===== src/rtl/reg_access_ctrl.sv =====
// reg_access_ctrl: sequences one register-file request at a time through
// IDLE -> (WRITE) -> (READ) -> RESP and holds the response until it is taken.
// Every output comes straight from a flop; next values are formed in one
// combinational block and captured in one clocked block.
module reg_access_ctrl #(
  parameter int DATA_W     = 16,
  parameter int ADDR_W     = 3,
  parameter int R0_PROTECT = 0
) (
  input  logic              clk,
  input  logic              rst,
  input  logic              req_valid,
  output logic              req_ready,
  input  logic [1:0]        req_op,
  input  logic [ADDR_W-1:0] req_rs1,
  input  logic [ADDR_W-1:0] req_rs2,
  input  logic [ADDR_W-1:0] req_rd,
  input  logic [DATA_W-1:0] req_wdata,
  output logic              rsp_valid,
  input  logic              rsp_ready,
  output logic [DATA_W-1:0] rsp_rd1,
  output logic [DATA_W-1:0] rsp_rd2,
  output logic              rsp_err,
  output logic [ADDR_W-1:0] rf_a1,
  output logic [ADDR_W-1:0] rf_a2,
  output logic [ADDR_W-1:0] rf_a3,
  output logic [DATA_W-1:0] rf_wd3,
  output logic              rf_we,
  input  logic [DATA_W-1:0] rf_rd1,
  input  logic [DATA_W-1:0] rf_rd2,
  output logic              busy
);

  typedef enum logic [1:0] {
    S_IDLE  = 2'd0,
    S_WRITE = 2'd1,
    S_READ  = 2'd2,
    S_RESP  = 2'd3
  } state_e;

  localparam logic [1:0] OP_READ  = 2'b00;
  localparam logic [1:0] OP_WRITE = 2'b01;
  localparam logic [1:0] OP_WR    = 2'b10;

  state_e              state_q, state_d;
  logic [1:0]          op_q, op_d;
  logic [ADDR_W-1:0]   rs1_q, rs1_d, rs2_q, rs2_d, rd_q, rd_d;
  logic [DATA_W-1:0]   wdata_q, wdata_d;
  logic [DATA_W-1:0]   rsp_rd1_q, rsp_rd1_d, rsp_rd2_q, rsp_rd2_d;
  logic                rsp_err_q, rsp_err_d;
  logic                rf_we_q, rf_we_d;
  logic                req_ready_q, req_ready_d;
  logic                rsp_valid_q, rsp_valid_d;
  logic                busy_q, busy_d;

  // Next-state, request latching, response formation and registered-output decode
  always_comb begin
    state_d   = state_q;
    op_d      = op_q;
    rs1_d     = rs1_q;
    rs2_d     = rs2_q;
    rd_d      = rd_q;
    wdata_d   = wdata_q;
    rsp_rd1_d = rsp_rd1_q;
    rsp_rd2_d = rsp_rd2_q;
    rsp_err_d = rsp_err_q;
    case (state_q)
      S_IDLE: begin
        if (req_valid) begin
          op_d      = req_op;
          rs1_d     = req_rs1;
          rs2_d     = req_rs2;
          rd_d      = req_rd;
          wdata_d   = req_wdata;
          rsp_rd1_d = {DATA_W{1'b0}};
          rsp_rd2_d = {DATA_W{1'b0}};
          rsp_err_d = 1'b0;
          case (req_op)
            OP_READ:         state_d = S_READ;
            OP_WRITE, OP_WR: state_d = S_WRITE;
            default: begin
              // Illegal op: straight to response with the error flag, data zero
              state_d   = S_RESP;
              rsp_err_d = 1'b1;
            end
          endcase
        end else begin
          state_d = S_IDLE;
        end
      end
      S_WRITE: begin
        if (op_q == OP_WR) begin
          state_d = S_READ;
        end else begin
          // Plain write echoes the written data back as the response
          state_d   = S_RESP;
          rsp_rd1_d = wdata_q;
          rsp_rd2_d = {DATA_W{1'b0}};
        end
      end
      S_READ: begin
        // Register file reads are asynchronous, so the write of the previous
        // cycle (if any) is already visible here
        rsp_rd1_d = rf_rd1;
        rsp_rd2_d = rf_rd2;
        state_d   = S_RESP;
      end
      S_RESP: begin
        if (rsp_ready) begin
          state_d = S_IDLE;
        end else begin
          state_d = S_RESP;
        end
      end
      default: state_d = S_IDLE;
    endcase
    // Outputs are decoded from the next state so they line up with it
    rf_we_d     = (state_d == S_WRITE) &&
                  !((R0_PROTECT != 0) && (rd_d == {ADDR_W{1'b0}}));
    req_ready_d = (state_d == S_IDLE);
    busy_d      = (state_d != S_IDLE);
    rsp_valid_d = (state_d == S_RESP);
  end

  // State and output registers with synchronous reset taking priority
  always_ff @(posedge clk) begin
    if (rst) begin
      state_q     <= S_IDLE;
      op_q        <= 2'b00;
      rs1_q       <= {ADDR_W{1'b0}};
      rs2_q       <= {ADDR_W{1'b0}};
      rd_q        <= {ADDR_W{1'b0}};
      wdata_q     <= {DATA_W{1'b0}};
      rsp_rd1_q   <= {DATA_W{1'b0}};
      rsp_rd2_q   <= {DATA_W{1'b0}};
      rsp_err_q   <= 1'b0;
      rf_we_q     <= 1'b0;
      req_ready_q <= 1'b1;
      rsp_valid_q <= 1'b0;
      busy_q      <= 1'b0;
    end else begin
      state_q     <= state_d;
      op_q        <= op_d;
      rs1_q       <= rs1_d;
      rs2_q       <= rs2_d;
      rd_q        <= rd_d;
      wdata_q     <= wdata_d;
      rsp_rd1_q   <= rsp_rd1_d;
      rsp_rd2_q   <= rsp_rd2_d;
      rsp_err_q   <= rsp_err_d;
      rf_we_q     <= rf_we_d;
      req_ready_q <= req_ready_d;
      rsp_valid_q <= rsp_valid_d;
      busy_q      <= busy_d;
    end
  end

  assign req_ready = req_ready_q;
  assign rsp_valid = rsp_valid_q;
  assign rsp_rd1   = rsp_rd1_q;
  assign rsp_rd2   = rsp_rd2_q;
  assign rsp_err   = rsp_err_q;
  assign rf_a1     = rs1_q;
  assign rf_a2     = rs2_q;
  assign rf_a3     = rd_q;
  assign rf_wd3    = wdata_q;
  assign rf_we     = rf_we_q;
  assign busy      = busy_q;

endmodule


===== config.mk =====
export PLATFORM = sky130hd
export DESIGN_NAME = reg_access_ctrl
export DESIGN_NICKNAME = d
export VERILOG_FILES = /design/src/rtl/reg_access_ctrl.sv
export SDC_FILE = /design/constraint.sdc
export NUM_CORES = 1
export LEC_CHECK = 0
export ABC_AREA = 1
export CAP_MARGIN = 0
export CELL_PAD_IN_SITES_DETAIL_PLACEMENT = 0
export CELL_PAD_IN_SITES_GLOBAL_PLACEMENT = 1
export CORE_UTILIZATION = 31
export DETAILED_ROUTE_END_ITERATION = 7
export HOLD_SLACK_MARGIN = 0.1
export PLACE_DENSITY = 0.88
export SYNTH_ARGS = -nofsm -noshare
export SYNTH_HDL_FRONTEND = slang
export SYNTH_SLANG_ARGS = --single-unit

===== constraint.sdc =====
create_clock -name clk -period 4.45 [get_ports clk]
set_input_delay 0.89 -clock clk [delete_from_list [all_inputs] [get_ports clk]]
set_output_delay 0.89 -clock clk [all_outputs]
set_load 0.02 [all_outputs]

==> results.ini, run 1 <==
[global_routing]
grt_overflow=0
grt_pass1_vias=2690
grt_usage_pct=17.41
grt_start_max_net_pins=64
antenna_found_initial=0
grt_pass1_wl_um=13160

[outcome]
outcome=completed

[power]
p_comb_share_pct=28.8
ir_drop_v=0.0001543
intPower_mw=1.081
swShare_pct=32.71
leakage_nw=1.691
p_clk_share_pct=28.0
switchingPower_mw=0.5256
pwr-share-seq_pct=43.2
report.power.total_mw=1.607
power.density_nw_per_um2=382.9

[yosys]
syn_nets=452
synth-seq-cells=66
syn_inst=382
synth_cell_types=20
netlist_area_um2=2785
yosys_warnings=0
synth.avg_cell_area_um2=7.291
yosysSeqAreaShare_pct=47.44

[setup_path]
crit_chain=clkdlybuf4s50_1 > nand2_1 > inv_4 > o21ai_0 > a21oi_1
crit_buf_inv=2
worstPathArrival_ns=2.73
cp_slowest_stage_delay_ns=0.53
cp-end-kind=register
crit_fanout=29
required_ns=4.72
startpoint_type=input port
cpLargestDelayFamily=buffers and inverters
path_class=in2reg
cp_slowest_cell=clkdlybuf4s50_1

[clock_tree]
root_buffer=clkbuf_8
h-tree-depth=3
cts_tree=yes
worst_skew_pair.late_latency_ns=0.33
cts.clk_slew.worst_paths_ns=0.08
clock-sinks=66
holdBufCountCts=0
post_cts_resized=0
numCtsBuffers=9
postCtsSetupRepairBufs=0
clk_path_buf_depth=2

[layout]
area_delta_synth_final_pct=50.63
final_design_area_no_fill_um2=4195
drive_gt1_share_pct=5.812
antenna_cells=0
fillers=888
nets=564

[detailed_routing]
wl_per_cell_um=12.89
final_antenna_net_count=0
via_count=2735
drc=0
wirelength_um=7827
via_per_inst=4.506
drt_iter0_drc=92
dr.pass1.iters=4

[sta]
max_slew_margin_pct=38.54
fin_skew_ns=0.007871
period_minus_slack_ns=2.464
tns_ns=0
rsz0062_at_grt=no
whs_ns=0.4841
finalCritPeriodShare_pct=55.36
setup_slack_ns=1.986
setup_viol=0
fmax_mhz=405.9
worstMarginPinSlew_ns=0.9205
slew_viol_final=0
hold_violations=0

[floorplan]
core_um2=8721
rows=34
dieArea_um2=9367
die_x_um=96.79
start_util_pct=31.94
die_h_um=96.79
ioPinCount=125

[placement]
dpl-instance-area_um2=4015
preCtsSetupSlack_ns=1.635
hpwl_um=5589
portBuffers=124
place.gp.congestion=0.8494

[min_path]
worstHoldPathType=reg2reg

[run]
max-cap-violations=0

## cell type report
type / count / area, µm² / area share (%)
Multi-Input combinational cell: 276 / 1245 / 29.67
Clock inverter: 6 / 42.54 / 1.014
Tap cell: 108 / 135.1 / 3.221
Timing Repair Buffer: 125 / 1249 / 29.76
Sequential cell: 66 / 1321 / 31.49
Clock buffer: 10 / 137.6 / 3.281
Inverter: 16 / 65.06 / 1.551
## final timing paths
kind,start,to,slack [ns],depth (start not counted)
setup / recovery,req_valid,op_q[1],1.99,5
hold / removal,rsp_rd2[8],rsp_rd2[8],0.48,2
setup reg to reg,state_q[0],op_q[1],2.39,6
hold reg to reg,rsp_rd2[8],rsp_rd2[8],0.48,2
## synth_stat cells
master,number,area (µm²)
nand2_4,1,11.26
nand3_4,1,17.52
clkbuf_1,9,33.78
a21oi_4,1,16.27
buf_2,3,15.01
or2_1,1,6.260
nor2_1,108,405.4
inv_1,11,41.29
a21oi_1,27,135.1
buf_6,4,45.04
o21ai_0,26,130.1
inv_4,2,12.51
buf_4,8,60.06
nand3_1,2,10.01
inv_2,3,11.26
nand2_1,72,270.3
dfxtp_1,66,1321
nor2_2,4,25.02
o21ai_1,26,130.1
ha_1,7,87.58
## metrics by stage
stage,instances,utilization (%)
after floorplan,382,-
after global placement,591,46.04
after detailed placement,591,46.04
after CTS,607,48.11
after global routing,607,48.11
final,607,48.11
## layer usage
metal	vias up	wire, µm	track usage (%)
met5	-	0	0
met4	0	57	6.429
met3	5	330	3.829
met2	72	3741	28.06
met1	1230	3698	22.80
li1	1428	-	-
## worst min-delay path, cell delays in order (launching register included)
cell and delay, ns:
dfxtp_1 0.33, nor2_1 0.05, nor2_1 0.08
## layout by cell type, fill, tap and decap left out
| master | instances |
|---|---|
| a21oi_1 | 27 |
| a21oi_4 | 1 |
| buf_4 | 1 |
| clkbuf_8 | 10 |
| clkdlybuf4s50_1 | 124 |
| clkinv_2 | 2 |
| clkinv_4 | 2 |
| clkinvlp_4 | 2 |
| dfxtp_1 | 66 |
| ha_1 | 7 |
| inv_1 | 11 |
| inv_2 | 3 |
| inv_4 | 2 |
| nand2_1 | 72 |
| nand2_4 | 1 |
| nand3_1 | 2 |
| nand3_4 | 1 |
| nor2_1 | 108 |
| nor2_2 | 4 |
| o21ai_0 | 26 |
| o21ai_1 | 26 |
| or2_1 | 1 |
## flip-flops by register name, indices dropped and copies added, names as in the netlist, 2 cells and up
name / cells
rf_a1: 3
state_q: 2
op_q: 2
rsp_rd2: 16
rsp_rd1: 16
rf_a3: 3
rf_a2: 3
rf_wd3: 16
## cells by family (layout without fill, tap and decap cells)
group                      Yosys count  in the layout  synth area share [%]
buffers and inverters               40            157                 7.861
DFF                                 66             66                 47.44
adders and majority gates            7              7                 3.145
AOI/OAI and AO/OA                   80             80                 14.78
and+or+nand+nor                    189            189                 26.77
## power groups by stage
stage	sequential, mW	combinational (mW)	clock [mW]
after floorplan	0.777	0.195	0
after global placement	0.707	0.460	0
after detailed placement	0.708	0.464	0
after CTS	0.695	0.466	0.465
after global routing	0.703	0.510	0.489
final	0.695	0.463	0.449
(Power assumes the default switching activity.)
==> run 2, diff against run 1 <==
--- a/config.mk
+++ b/config.mk
@@ -9,10 +9,10 @@
 export CAP_MARGIN = 0
 export CELL_PAD_IN_SITES_DETAIL_PLACEMENT = 0
 export CELL_PAD_IN_SITES_GLOBAL_PLACEMENT = 1
-export CORE_UTILIZATION = 31
+export CORE_UTILIZATION = 26
 export DETAILED_ROUTE_END_ITERATION = 7
 export HOLD_SLACK_MARGIN = 0.1
-export PLACE_DENSITY = 0.88
+export PLACE_DENSITY = 0.79
 export SYNTH_ARGS = -nofsm -noshare
 export SYNTH_HDL_FRONTEND = slang
 export SYNTH_SLANG_ARGS = --single-unit
==> constraint.sdc (replaced) <==
create_clock -name clk -period 2 [get_ports clk]
set_input_delay 0.4 -clock clk [delete_from_list [all_inputs] [get_ports clk]]
set_output_delay 0.4 -clock clk [all_outputs]
set_load 0.02 [all_outputs]
==> results.ini, run 2 (synthesis results as in run 1) <==
[outcome]
outcome=completed

[sta]
worstMarginPinSlew_ns=0.4628
max_slew_margin_pct=69.11
fin_skew_ns=0.004360
rsz0062_at_grt=no
setup_viol=0
fmax_mhz=566.2
finalCritPeriodShare_pct=88.30
period_minus_slack_ns=1.766
whs_ns=0.4824
hold_violations=0
tns_ns=0
slew_viol_final=0

[power]
leakage_nw=1.742
switchingPower_mw=1.143
swShare_pct=30.49
intPower_mw=2.607
ir_drop_v=0.0002870
power.density_nw_per_um2=870.9
p_comb_share_pct=27.7
p_clk_share_pct=31.1
pwr-share-seq_pct=41.2

[detailed_routing]
via_count=2724
wl_per_cell_um=12.03
wirelength_um=7710
drc=0
dr.pass1.iters=4
via_per_inst=4.250
final_antenna_net_count=0
drt_iter0_drc=85

[layout]
area_delta_synth_final_pct=54.63
nets=571
drive_gt1_share_pct=6.733
layout_commonest_cell=clkdlybuf4s50_1
antenna_cells=0
most-common-layout-cells=clkdlybuf4s50_1, nor2_1, nand2_1, dfxtp_1, a21oi_1
final_util_pct=41.53

[clock_tree]
post_cts_resized=0
root_buffer=clkbuf_8
clk_path_buf_depth=2
cts.clk_slew.worst_paths_ns=0.07
worst_skew_pair.late_latency_ns=0.33
h-tree-depth=3
holdBufCountCts=0
clock-sinks=66
numCtsBuffers=9
cts_tree=yes
postCtsSetupRepairBufs=0

[global_routing]
grt_usage_pct=14.31
grt_pass1_vias=2638
grt_start_max_net_pins=42
grt_pass1_wl_um=12580
grt_overflow=0
antenna_found_initial=0

[setup_path]
crit_buf_inv=1
cpLargestDelayFamily=buffers and inverters
cp_slowest_cell=clkdlybuf4s50_1
required_ns=1.60
cp_slowest_stage_delay_ns=0.65
worstPathArrival_ns=1.37
startpoint_type=register
crit_chain=clkdlybuf4s50_1
startpoint=rf_wd3[8]
cp-end-kind=output port
r2r_start=state_q[0]
path_class=reg2out
crit_fanout=3

[run]
max-cap-violations=0

[floorplan]
ioPinCount=125
rows=37
die_h_um=105.5
die_x_um=105.5
dieArea_um2=11130
start_util_pct=26.86
core_um2=10370

[min_path]
worstHoldPathType=reg2reg
min_from=rsp_rd2[14]

[placement]
place.gp.congestion=0.7509
portBuffers=124
hpwl_um=5715

[run 2: cell count changes in the layout (fill, tap and decap cells not counted)]
| cell | delta |
|---|---|
| buf_4 | +7 |
| clkbuf_8 | +2 |
| clkinv_4 | -2 |
| clkinvlp_4 | -2 |
| bufinv_16 | +1 |
| clkbuf_1 | +1 |
| clkinv_2 | -1 |
[run 2: path summary, 6_finish.rpt]
| check | to | slack (ns) | cells past startpoint |
|---|---|---|---|
| max | rf_wd3[8] | 0.23 | 1 |
| min | rsp_rd2[14] | 0.48 | 2 |
| max reg2reg | rsp_rd2[15] | 0.45 | 8 |
| min reg2reg | rsp_rd2[14] | 0.48 | 2 |
[run 2: area by class of cell]
type,count,area [µm²]
clock buffer,13,168.9
clock inverter,2,35.03
fill,1085,6063
inverter,16,65.06
multi-input combinational,276,1245
sequential,66,1321
tap,136,170.2
timing repair buffer,132,1301
[run 2: worst reg2reg max path, delay by kind of cell, from the launching register on]
family                     cells  cell delay, ns
buffers and inverters          2            0.37
adders and majority gates      1            0.25
DFF                            1            0.36
AOI/OAI and AO/OA              1            0.18
and+or+nand+nor                4            0.30
[run 2: stage by stage]
stage          setup WS, ns  cell area (µm²)  power [mW]  instances
5_1_grt              0.1716             4307       3.974        641
3_3_place_gp         0.1889             4103       2.612        626
4_1_cts              0.2142             4307       3.796        641
2_1_floorplan        0.5608             2785       2.163        382
6_report             0.2340             4307       3.750        641
3_5_place_dp         0.1666             4103       2.624        626
[run 2: metal layers]
metal | share of wire, % | track usage [%]
met2 | 45 | 23.50
met3 | 8.1 | 4.329
met5 | 0 | 0
met4 | 1.7 | 5.556
met1 | 45 | 17.52
[run 2: power by group through the flow]
stage	clock network [mW]	registers [mW]	logic, mW
after global routing	1.26	1.56	1.15
after global placement	0	1.57	1.04
after CTS	1.20	1.55	1.05
after floorplan	0	1.73	0.434
after detailed placement	0	1.58	1.05
final	1.17	1.55	1.04
